## config.mk

```make
export PLATFORM = sky130hd
export DESIGN_NAME = pc_profiler
export DESIGN_NICKNAME = d
export VERILOG_FILES = /design/src/rtl/pc_profiler_pkg.sv /design/src/rtl/pc_profiler_channel.sv /design/src/rtl/pc_profiler.sv
export SDC_FILE = /design/constraint.sdc
export NUM_CORES = 2
export LEC_CHECK = 0
export ABC_CLOCK_PERIOD_IN_PS = 9900
export CAP_MARGIN = 30
export CORE_ASPECT_RATIO = 1.2
export CORE_UTILIZATION = 45
export CTS_BUF_LIST = sky130_fd_sc_hd__clkbuf_4 sky130_fd_sc_hd__clkbuf_8
export DETAILED_ROUTE_END_ITERATION = 7
export DONT_BUFFER_PORTS = 1
export PLACE_DENSITY = 0.68
export SKIP_LAST_GASP = 1
export SLEW_MARGIN = 30
export SYNTH_ARGS = -nofsm -noshare
export SYNTH_HDL_FRONTEND = slang
export SYNTH_HIERARCHICAL = 1
export SYNTH_SLANG_ARGS = --single-unit
```

## constraint.sdc

```tcl
create_clock -name clk_i -period 9.9 [get_ports clk_i]
set_input_delay 2.97 -clock clk_i [delete_from_list [all_inputs] [get_ports clk_i]]
set_output_delay 2.97 -clock clk_i [all_outputs]
set_load 0.03 [all_outputs]
```

## src/rtl/pc_profiler_pkg.sv

```systemverilog
// Shared definitions for the PC function profiler: register map, control and
// status bit positions, channel state type and saturating helpers.
package pc_profiler_pkg;

  // Word offsets (addr_i[4:2]) inside one channel's 32-byte register window.
  localparam logic [2:0] START_OFF  = 3'd0;
  localparam logic [2:0] END_OFF    = 3'd1;
  localparam logic [2:0] CTRL_OFF   = 3'd2;
  localparam logic [2:0] CALLS_OFF  = 3'd3;
  localparam logic [2:0] TOTAL_OFF  = 3'd4;
  localparam logic [2:0] MAX_OFF    = 3'd5;
  localparam logic [2:0] LAST_OFF   = 3'd6;
  localparam logic [2:0] STATUS_OFF = 3'd7;

  localparam int CTRL_EN_BIT     = 0;
  localparam int CTRL_CLR_BIT    = 1;
  localparam int STAT_ACTIVE_BIT = 0;
  localparam int STAT_SAT_BIT    = 1;

  typedef enum logic {ChIdle, ChActive} ch_state_e;

  // Statistics of one channel. Values are clamped to the counter width, so the
  // bits above CntWidth stay zero and reads come out zero-extended.
  typedef struct packed {
    logic [31:0] calls;
    logic [31:0] total;
    logic [31:0] max_cyc;
    logic [31:0] last;
  } ch_stats_t;

  typedef struct packed {
    logic [31:0] value;
    logic        sat;
  } sat_res_t;

  // a + b clamped to max_val; sat flags that clamping happened.
  function automatic sat_res_t sat_add(input logic [31:0] a, input logic [31:0] b,
                                       input logic [31:0] max_val);
    sat_res_t    res;
    logic [32:0] sum;
    sum = {1'b0, a} + {1'b0, b};
    if (sum > {1'b0, max_val}) begin
      res.value = max_val;
      res.sat   = 1'b1;
    end else begin
      res.value = sum[31:0];
      res.sat   = 1'b0;
    end
    return res;
  endfunction

  // Byte-enable merge of a bus write into an existing register value.
  function automatic logic [31:0] merge_be(input logic [31:0] old_val, input logic [31:0] new_val,
                                           input logic [3:0] be);
    logic [31:0] res;
    res = old_val;
    for (int i = 0; i < 4; i++) begin
      if (be[i]) res[8*i +: 8] = new_val[8*i +: 8];
    end
    return res;
  endfunction

endpackage

```

## src/rtl/pc_profiler_channel.sv

```systemverilog
// One profiler channel: START/END/CTRL registers, IDLE/ACTIVE tracker and the
// saturating call statistics.
module pc_profiler_channel
  import pc_profiler_pkg::*;
#(
  parameter int CntWidth = 32,
  parameter int PcWidth  = 32
) (
  input  logic               clk,
  input  logic               rst,
  input  logic [PcWidth-1:0] pc,
  input  logic               pc_valid,
  input  logic               wr,
  input  logic [2:0]         off,
  input  logic [3:0]         be,
  input  logic [31:0]        wdata,
  output logic [31:0]        rd_word,
  output logic               active
);

  localparam logic [31:0] CntMax = 32'((64'd1 << CntWidth) - 64'd1);

  ch_state_e          state_q;
  logic [PcWidth-1:0] start_q, end_q;
  logic               en_q, sat_q;
  ch_stats_t          stats_q;
  logic [31:0]        elapsed_q;

  logic               wr_start, wr_end, wr_ctrl, clear, en_next, abort;
  logic               start_hit, end_hit;
  logic [PcWidth-1:0] start_wr, end_wr;
  sat_res_t           elapsed_inc, calls_inc, total_add;
  logic [31:0]        max_next;

  assign active = (state_q == ChActive);

  // Decode this cycle's write and form every candidate update up front.
  // NOTE: every signal gets a value on every path here, so no latch is inferred.
  always_comb begin
    wr_start    = wr && (off == START_OFF);
    wr_end      = wr && (off == END_OFF);
    wr_ctrl     = wr && (off == CTRL_OFF);
    clear       = wr_ctrl && be[0] && wdata[CTRL_CLR_BIT];
    en_next     = (wr_ctrl && be[0]) ? wdata[CTRL_EN_BIT] : en_q;
    abort       = (state_q == ChActive) && (wr_start || wr_end || !en_next);
    start_hit   = pc_valid && (pc == start_q);
    end_hit     = pc_valid && (pc == end_q);
    start_wr    = PcWidth'(merge_be(32'(start_q), wdata, be));
    end_wr      = PcWidth'(merge_be(32'(end_q), wdata, be));
    // elapsed+1 is both the next ACTIVE count and the length of a call ending now.
    elapsed_inc = sat_add(elapsed_q, 32'd1, CntMax);
    calls_inc   = sat_add(stats_q.calls, 32'd1, CntMax);
    total_add   = sat_add(stats_q.total, elapsed_inc.value, CntMax);
    max_next    = (elapsed_inc.value > stats_q.max_cyc) ? elapsed_inc.value : stats_q.max_cyc;
  end

  // Registers, FSM and statistics; clear beats abort, abort beats a PC match.
  // NOTE: state is updated only with non-blocking assignments so every reader sees pre-edge values.
  always_ff @(posedge clk or posedge rst) begin
    if (rst) begin
      state_q   <= ChIdle;
      start_q   <= '0;
      end_q     <= '0;
      en_q      <= 1'b0;
      sat_q     <= 1'b0;
      stats_q   <= '0;
      elapsed_q <= '0;
    end else begin
      if (wr_start) start_q <= start_wr;
      if (wr_end)   end_q   <= end_wr;
      en_q <= en_next;
      if (clear) begin
        state_q   <= ChIdle;
        stats_q   <= '0;
        sat_q     <= 1'b0;
        elapsed_q <= '0;
      end else if (abort) begin
        state_q <= ChIdle;
      end else if (en_q) begin
        case (state_q)
          ChIdle: begin
            if (start_hit) begin
              if (end_hit) begin
                stats_q.calls <= calls_inc.value;
                stats_q.last  <= '0;
                sat_q         <= sat_q | calls_inc.sat;
              end else begin
                state_q   <= ChActive;
                elapsed_q <= '0;
              end
            end
          end
          ChActive: begin
            if (end_hit) begin
              state_q         <= ChIdle;
              stats_q.calls   <= calls_inc.value;
              stats_q.total   <= total_add.value;
              stats_q.last    <= elapsed_inc.value;
              stats_q.max_cyc <= max_next;
              sat_q <= sat_q | elapsed_inc.sat | calls_inc.sat | total_add.sat;
            end else begin
              elapsed_q <= elapsed_inc.value;
              sat_q     <= sat_q | elapsed_inc.sat;
            end
          end
          default: state_q <= ChIdle;
        endcase
      end
    end
  end

  // Present the register selected by the word offset to the top-level read mux.
  always_comb begin
    rd_word = '0;
    case (off)
      START_OFF:  rd_word = 32'(start_q);
      END_OFF:    rd_word = 32'(end_q);
      CTRL_OFF:   rd_word[CTRL_EN_BIT] = en_q;
      CALLS_OFF:  rd_word = stats_q.calls;
      TOTAL_OFF:  rd_word = stats_q.total;
      MAX_OFF:    rd_word = stats_q.max_cyc;
      LAST_OFF:   rd_word = stats_q.last;
      STATUS_OFF: begin
        rd_word[STAT_ACTIVE_BIT] = active;
        rd_word[STAT_SAT_BIT]    = sat_q;
      end
      default:    rd_word = '0;
    endcase
  end

endmodule

```

## src/rtl/pc_profiler.sv

```systemverilog
// PC function profiler bus device: NumChannels independent start/end address
// channels behind a simple req/we/be/addr/wdata/rvalid/rdata slave port.
module pc_profiler
  import pc_profiler_pkg::*;
#(
  parameter int NumChannels = 4,
  parameter int CntWidth    = 32,
  parameter int PcWidth     = 32
) (
  input  logic                   clk_i,
  input  logic                   rst_i,
  input  logic [PcWidth-1:0]     pc_i,
  input  logic                   pc_valid_i,
  input  logic                   req_i,
  input  logic                   we_i,
  input  logic [3:0]             be_i,
  input  logic [31:0]            addr_i,
  input  logic [31:0]            wdata_i,
  output logic                   rvalid_o,
  output logic [31:0]            rdata_o,
  output logic [NumChannels-1:0] active_o
);

  localparam int ChIdxW = (NumChannels > 1) ? $clog2(NumChannels) : 1;

  logic [2:0]                        off;
  logic [ChIdxW-1:0]                 ch_idx;
  logic                              mapped;
  logic [NumChannels-1:0][31:0]      ch_word;
  logic [31:0]                       rd_word;
  logic                              unused_addr;

  assign off         = addr_i[4:2];
  assign ch_idx      = addr_i[5 +: ChIdxW];
  assign mapped      = 32'(ch_idx) < 32'(NumChannels);
  assign unused_addr = ^{addr_i[31:5+ChIdxW], addr_i[1:0]};

  for (genvar g = 0; g < NumChannels; g++) begin : g_ch
    pc_profiler_channel #(
      .CntWidth (CntWidth),
      .PcWidth  (PcWidth)
    ) u_ch (
      .clk      (clk_i),
      .rst      (rst_i),
      .pc       (pc_i),
      .pc_valid (pc_valid_i),
      .wr       (req_i && we_i && (ch_idx == ChIdxW'(g))),
      .off      (off),
      .be       (be_i),
      .wdata    (wdata_i),
      .rd_word  (ch_word[g]),
      .active   (active_o[g])
    );
  end

  // Select the addressed channel's word; unmapped channel indices read zero.
  always_comb begin
    rd_word = '0;
    if (mapped) rd_word = ch_word[ch_idx];
  end

  // Single-cycle response: every request, read or write, gets rvalid next cycle.
  always_ff @(posedge clk_i or posedge rst_i) begin
    if (rst_i) begin
      rvalid_o <= 1'b0;
      rdata_o  <= '0;
    end else begin
      rvalid_o <= req_i;
      rdata_o  <= (req_i && !we_i) ? rd_word : '0;
    end
  end

endmodule
```

# After elaboration in Yosys (flattened, before gate mapping)
# Index checks and enable logic that the tools add are counted.
# totals
regBits	941
latch_bits	0
mem_bits_rw	0
rom_bits	0
input_bits	105
output_inout_bits	37
elab_cells	441
memories	0
# op_classes
add_sub_neg	12
n_mul	0
div	0
n_lt_le_gt_ge	17
n_eq_ne	42
shifts	0
muxes	159
bitwise	20
reduce_logical	125
# op_table
cell	n
$mux 128	16
$mux 32	46
$pmux 32 s2	12
$pmux 30 s6	4
$gt 33x32->1 const B	12
$mux 33	12
$add 32x1->33 const B	8
$eq 32x32->1	8
$mux 64	4
$add 32x32->33	4
$gt 32x32->1	4
$bmux 32 s2	1
$reduce_and 2->1	32
$reduce_and 5->1	12
$mux 1	48
$logic_and 1x1->1	38
$pmux 1 s8	4
$reduce_and 4->1	8
$reduce_bool 2->1	16
$pmux 1 s7	4
$ne 3x1->1 const B	8
$ne 3x3->1 const B	8
$or 1x1->1	16
$pmux 1 s2	8
14 further kinds	42

# Longest topological paths before layout
# logic_depth
word_depth	12
depth_mapped	23
depth_no_buf	19

# Cells and area by module
# The synthesis kept the hierarchy.
# by_module_without_submodules
module	n_inst	cells_each	area_each_um2	seq_area_each_um2
pc_profiler_channel (g_ch[0].u_ch ...)	2	1757	15539.9	5680.4
pc_profiler_channel (g_ch[3].u_ch)	1	1743	15605.0	5680.4
pc_profiler_channel (g_ch[1].u_ch)	1	1713	15494.9	5680.4
pc_profiler	1	152	2045.7	825.8

# Worst setup path after synthesis
# No wires, ideal clock.
# synth_path
path_kind	input to register
startpoint	in addr_i[6]
endpoint	reg g_ch[2].u_ch.elapsed_q[19]
setup_time_ns	0.125
arrival_ns	5.800
t_required_ns	9.775
path_slack_ns	3.976
cell_stages	15
n_path_buf	6
cell_sequence	buf_2 > buf_6 > buf_4 > nor3b_1 > and3b_1 > and3_1 > buf_2 > o2111ai_1 > nor3_1 > o22a_1 > nor2_1 > a21o_1 > clkbuf_1 > buf_2 > mux2_2
# synth_via
elab_chain_len	10
elab_cells_between_ends	19
cone_classes	eq/ne (5); mux (2); reduce/logical (12)
# synth_lines
element	line_no	rtl
from (decl)	pc_profiler.sv:17	input logic [31:0] addr_i,
$eq 2x2->1 (*)	pc_profiler.sv:47	.wr (req_i && we_i && (ch_idx == ChIdxW'(g))),
$logic_and 1x1->1 (*)	pc_profiler.sv:47	
$logic_and 1x1->1	pc_profiler_channel.sv:42	wr_ctrl = wr && (off == CTRL_OFF);
$logic_and 1x1->1	pc_profiler_channel.sv:43, pc_profiler_channel.sv:44	
$mux 1	pc_profiler_channel.sv:44	en_next = (wr_ctrl && be[0]) ? wdata[CTRL_EN_BIT] : en_q;
$logic_not 1->1	pc_profiler_channel.sv:45	abort = (state_q == ChActive) && (wr_start || wr_end || !en_next);
$logic_or 1x1->1	pc_profiler_channel.sv:45	
$logic_and 1x1->1	pc_profiler_channel.sv:45	
$ne 2x1->1 (no line)	-	
$reduce_and 5->1 (no line)	-	
to (signal assigned)	pc_profiler_channel.sv:102	elapsed_q <= elapsed_inc.value;
to (decl)	pc_profiler_channel.sv:27	logic [31:0] elapsed_q;
# Mark *: on every way between the ends. The rest lies on a longest branch, timed or not.
# A chain may end at the register's enable or synchronous reset.

# Worst setup path in the final report
# layout_path
startpoint	reg g_ch[0].u_ch.elapsed_q[0]
endpoint	reg g_ch[0].u_ch/stats_q[93] in the netlist's numbering
# layout_via
elab_chain_len	11
# layout_lines
element	line_no	rtl
from (decl)	pc_profiler_channel.sv:27	
from (signal assigned)	pc_profiler_channel.sv:102	
$add 32x1->33 (*)	pc_profiler_pkg.sv:41	sum = {1'b0, a} + {1'b0, b};
$gt 33x32->1	pc_profiler_pkg.sv:42	if (sum > {1'b0, max_val}) begin
$mux 33 (*)	pc_profiler_pkg.sv:42	
$add 32x32->33 (*)	pc_profiler_pkg.sv:41	
$gt 33x32->1	pc_profiler_pkg.sv:42	
$mux 33 (*)	pc_profiler_pkg.sv:42	
$mux 128 (*)	pc_profiler_channel.sv:94	if (end_hit) begin
$mux 64 (*)	pc_profiler_channel.sv:80	case (state_q)
$mux 128 (*)	pc_profiler_channel.sv:79	end else if (en_q) begin
$mux 128 (*)	pc_profiler_channel.sv:77	end else if (abort) begin
$mux 128 (*)	pc_profiler_channel.sv:72	if (clear) begin
to (decl)	pc_profiler_channel.sv:26	ch_stats_t stats_q;
# Mark *: on every way between the ends. The rest lies on a longest branch, timed or not. The select of a mux whose other input is x is not followed.

==> metrics.txt <==
run status=finished with violations; violated checks=design-rule violations; routability cong.=roughly 1.0; die area=~140000 um2; Max FO, Critical Path=30; Routed Antenna Nets=0; Initial Utilization=45.45%; Distinct cells, synth=around 110; final WL=roughly 240000 um; Mapped Avg Cell Area=9.018 um2; multi-input combinational cell area=37900 um2; Syn Nets=~7.5k; worst reg-to-reg path cell count=19; Cell Area, Synth=64230 um2; 1st-iter DRT viols=7082; setup_tns=0 ns; relative slew slack=~30%; Seq/Total Area, Yosys=36.66%; Critical R2R Capture=g_ch[0].u_ch/stats_q[93]; crit end category=flop; fillers=roughly 13k; CTS sink cnt=around 940; CTS Buf Count=159; Max stage delay on crit path=0.88 ns; Final Critical Period=between 7 and 8 ns; largest net degree at the start of global routing=126; Clock Skew=0.05101 ns; routed vias/inst=approximately 6.5; Pre-Repair DR Iteration Count=8; hold depth=2; register area=~24000 um2; buffers plus inverters on the worst setup path=1; Pwr Total=~8800 uW; final hold vios=0; # nets final=7309; critical setup path kind=reg -> reg; Data required, critical path=10.69 ns; slowest stage cell, crit path=o31ai_1; Root Buffer=clkbuf_8; worst hold slack=0.4786 ns; Final Util=between 40% and 50%; ranking of synthesized cells by area=dfrtp_1 (37%), ha_1 (5.8%), mux2_2 (5.2%); CP Launch Point=g_ch[0].u_ch/elapsed_q[0]; P_leak=approximately 0.032 uW; Cell Chain, Critical Path=ha_1, and4_1, and4_1, nand4_1, xor2_1, a2111oi_4, a41oi_4, buf_4, nand2_4, fa_1, a211oi_1, o21ai_0, a31oi_1, a211o_1, a211oi_1, o31ai_1, a21oi_4, nor4_1, o21ai_0; Die Wd=346.9 um; pwr/cell area=127.7 nW/um2; area grow syn2layout=7.528%; first-pass GRT wire length=353200 um; EDFF count, synth=0; count of input and output buffers=0; Worst Tran Pin Value=1.021 ns; detailed-route wire length per cell=26.82 um; Arr. time, crit path=8.33 ns; clk slew on worst S/H paths=around 0.07 ns; count of cells resized by post-cts repair=0; total number of yosys warnings=6; total grt overflow=0; hpwl dp=173000 um; hold path start=g_ch[1].u_ch/stats_q[0]; final setup fails=0; layout cells sized above 1=12.40%; share of the synthesized area in the top cell type=36.66%; most common cell after layout, fill and taps aside=dfrtp_1; clk buf depth=3; initial antenna violation count=13; synthesis-stage register bit count=941; Die Span Y=around 420 um; r2r startpoint=g_ch[0].u_ch/elapsed_q[0]; HP Class=reg -> reg; # rows=~150; Synth area leader=dfrtp_1; Gate Count Post-Synth=7122; Slew Viols, Final=0; number of max-cap violations=0; vias in the first global route=roughly 55k; Worst VDD drop=0.0001362 V; r2r setup slk=roughly 2.4 ns; I/O pin count=between 100 and 150; GRT Overall Usage=32.20%; most frequent cells in the layout=dfrtp_1 (941), nand2_1 (797), o21ai_0 (452); Hold Crit Endpoint=g_ch[1].u_ch/stats_q[0]; fmax=132.5 MHz; post-cts hold buffer count=0; delay-heaviest family, CP=compound AO/OA/AOI/OAI gates; H-tree levels=4; vias=58.01k; post-CTS setup buffers=0; core outline area=~140000 um2; type of origin of the critical path=flop; worst-skew pair later-pin latency=0.94 ns; TritonCTS clock tree=yes; drt drc=27; Final Cycle Share=about three quarters; ys flop type=dfrtp_1; RSZ-0062 raised after global routing=no; fraction of registers with async set/reset=100.0%
layout make-up:
class | count | area share [%]
antenna | 27 | 0.09783
clock buffer | 223 | 4.209
clock inverter | 62 | 1.092
inverter | 254 | 1.431
multi-input combinational | 5466 | 54.88
sequential | 941 | 34.10
tap | 1836 | 3.326
timing repair buffer | 78 | 0.8642
how the worst max path moves through the flow:
| stage | depth (start not counted) | slack, ns | endpoint |
|---|---|---|---|
| after global placement | 13 | 2.48 | g_ch[2].u_ch/stats_q[43] |
| final | 19 | 2.35 | g_ch[0].u_ch/stats_q[93] |
| after floorplan | 1 | 0.71 | g_ch[0].u_ch/active |
| after global routing | 19 | 2.01 | g_ch[0].u_ch/stats_q[93] |
| after CTS | 19 | 2.49 | g_ch[0].u_ch/stats_q[93] |
| after detailed placement | 19 | 2.49 | g_ch[0].u_ch/stats_q[93] |
metal layers:
layer	global-route usage (%)	vias to the layer above	part of all wire [%]
met1	40.03	28360	38
li1	-	25800	-
met3	9.394	774	11
met2	48.91	3058	44
met4	20.19	12	6.8
met5	0	-	0.030
worst register-to-register path: cells and delay by family, from the launching register on:
family,cells,cell delay [ns]
compound gates,10,3.60
simple gates,5,1.54
fa+ha+maj,2,0.84
flops,1,0.52
buf+inv,1,0.47
xor+xnor,1,0.44
Yosys cell counts, types with 39 or more instances:
| cell type | count |
|---|---|
| a211oi_1 | 39 |
| a21o_1 | 98 |
| a21oi_1 | 329 |
| a222oi_1 | 60 |
| a22o_1 | 214 |
| a22oi_1 | 270 |
| a31oi_1 | 88 |
| and2_1 | 46 |
| and3_1 | 97 |
| buf_2 | 121 |
| clkbuf_1 | 300 |
| dfrtp_1 | 941 |
| ha_1 | 300 |
| inv_1 | 252 |
| mux2_2 | 295 |
| mux2i_1 | 88 |
| nand2_1 | 799 |
| nand3_1 | 285 |
| nand4_1 | 147 |
| nor2_1 | 352 |
| nor2b_1 | 55 |
| nor3_1 | 116 |
| nor4_1 | 94 |
| o21ai_0 | 452 |
| o21ai_1 | 104 |
| xnor2_1 | 184 |
| xor2_1 | 286 |
flip-flops by register name (all words and copies together) (netlist names):
signal,flops
g_ch.u_ch/elapsed_q,128
g_ch.u_ch/start_q,128
rvalid_o,1
g_ch.u_ch/stats_q,512
g_ch.u_ch/en_q,4
g_ch.u_ch/end_q,128
g_ch.u_ch/active,4
g_ch.u_ch/sat_q,4
rdata_o,32
cells by family after synthesis:
family	after synthesis	share of synthesized area, %
XOR/XNOR	470	6.409
multiplexers	385	6.614
AO/OA/AOI/OAI	2036	21.64
adder cells (fa/ha/maj)	304	5.969
flip-flops	941	36.66
AND/OR/NAND/NOR	2271	18.02
buffers and inverters	715	4.683
through the flow:
| stage | setup WS, ns | cell area (um2) | std cells |
|---|---|---|---|
| 2_1_floorplan | 0.7105 | 64230 | 7122 |
| 3_3_place_gp | 2.478 | 65280 | 8575 |
| 3_5_place_dp | 2.490 | 65310 | 8575 |
| 4_1_cts | 2.487 | 68970 | 8860 |
| 5_1_grt | 2.012 | 69020 | 8870 |
| 6_report | 2.354 | 69060 | 8887 |
power breakdown:
| part | total [uW] | switching (uW) | internal (uW) | leakage, uW |
|---|---|---|---|---|
| registers | 4080 | 139 | 3950 | 0.0130 |
| clock network | 4090 | 1790 | 2300 | 0.00190 |
| logic | 641 | 402 | 239 | 0.0169 |
No activity file was read; power rests on OpenSTA's default activity.
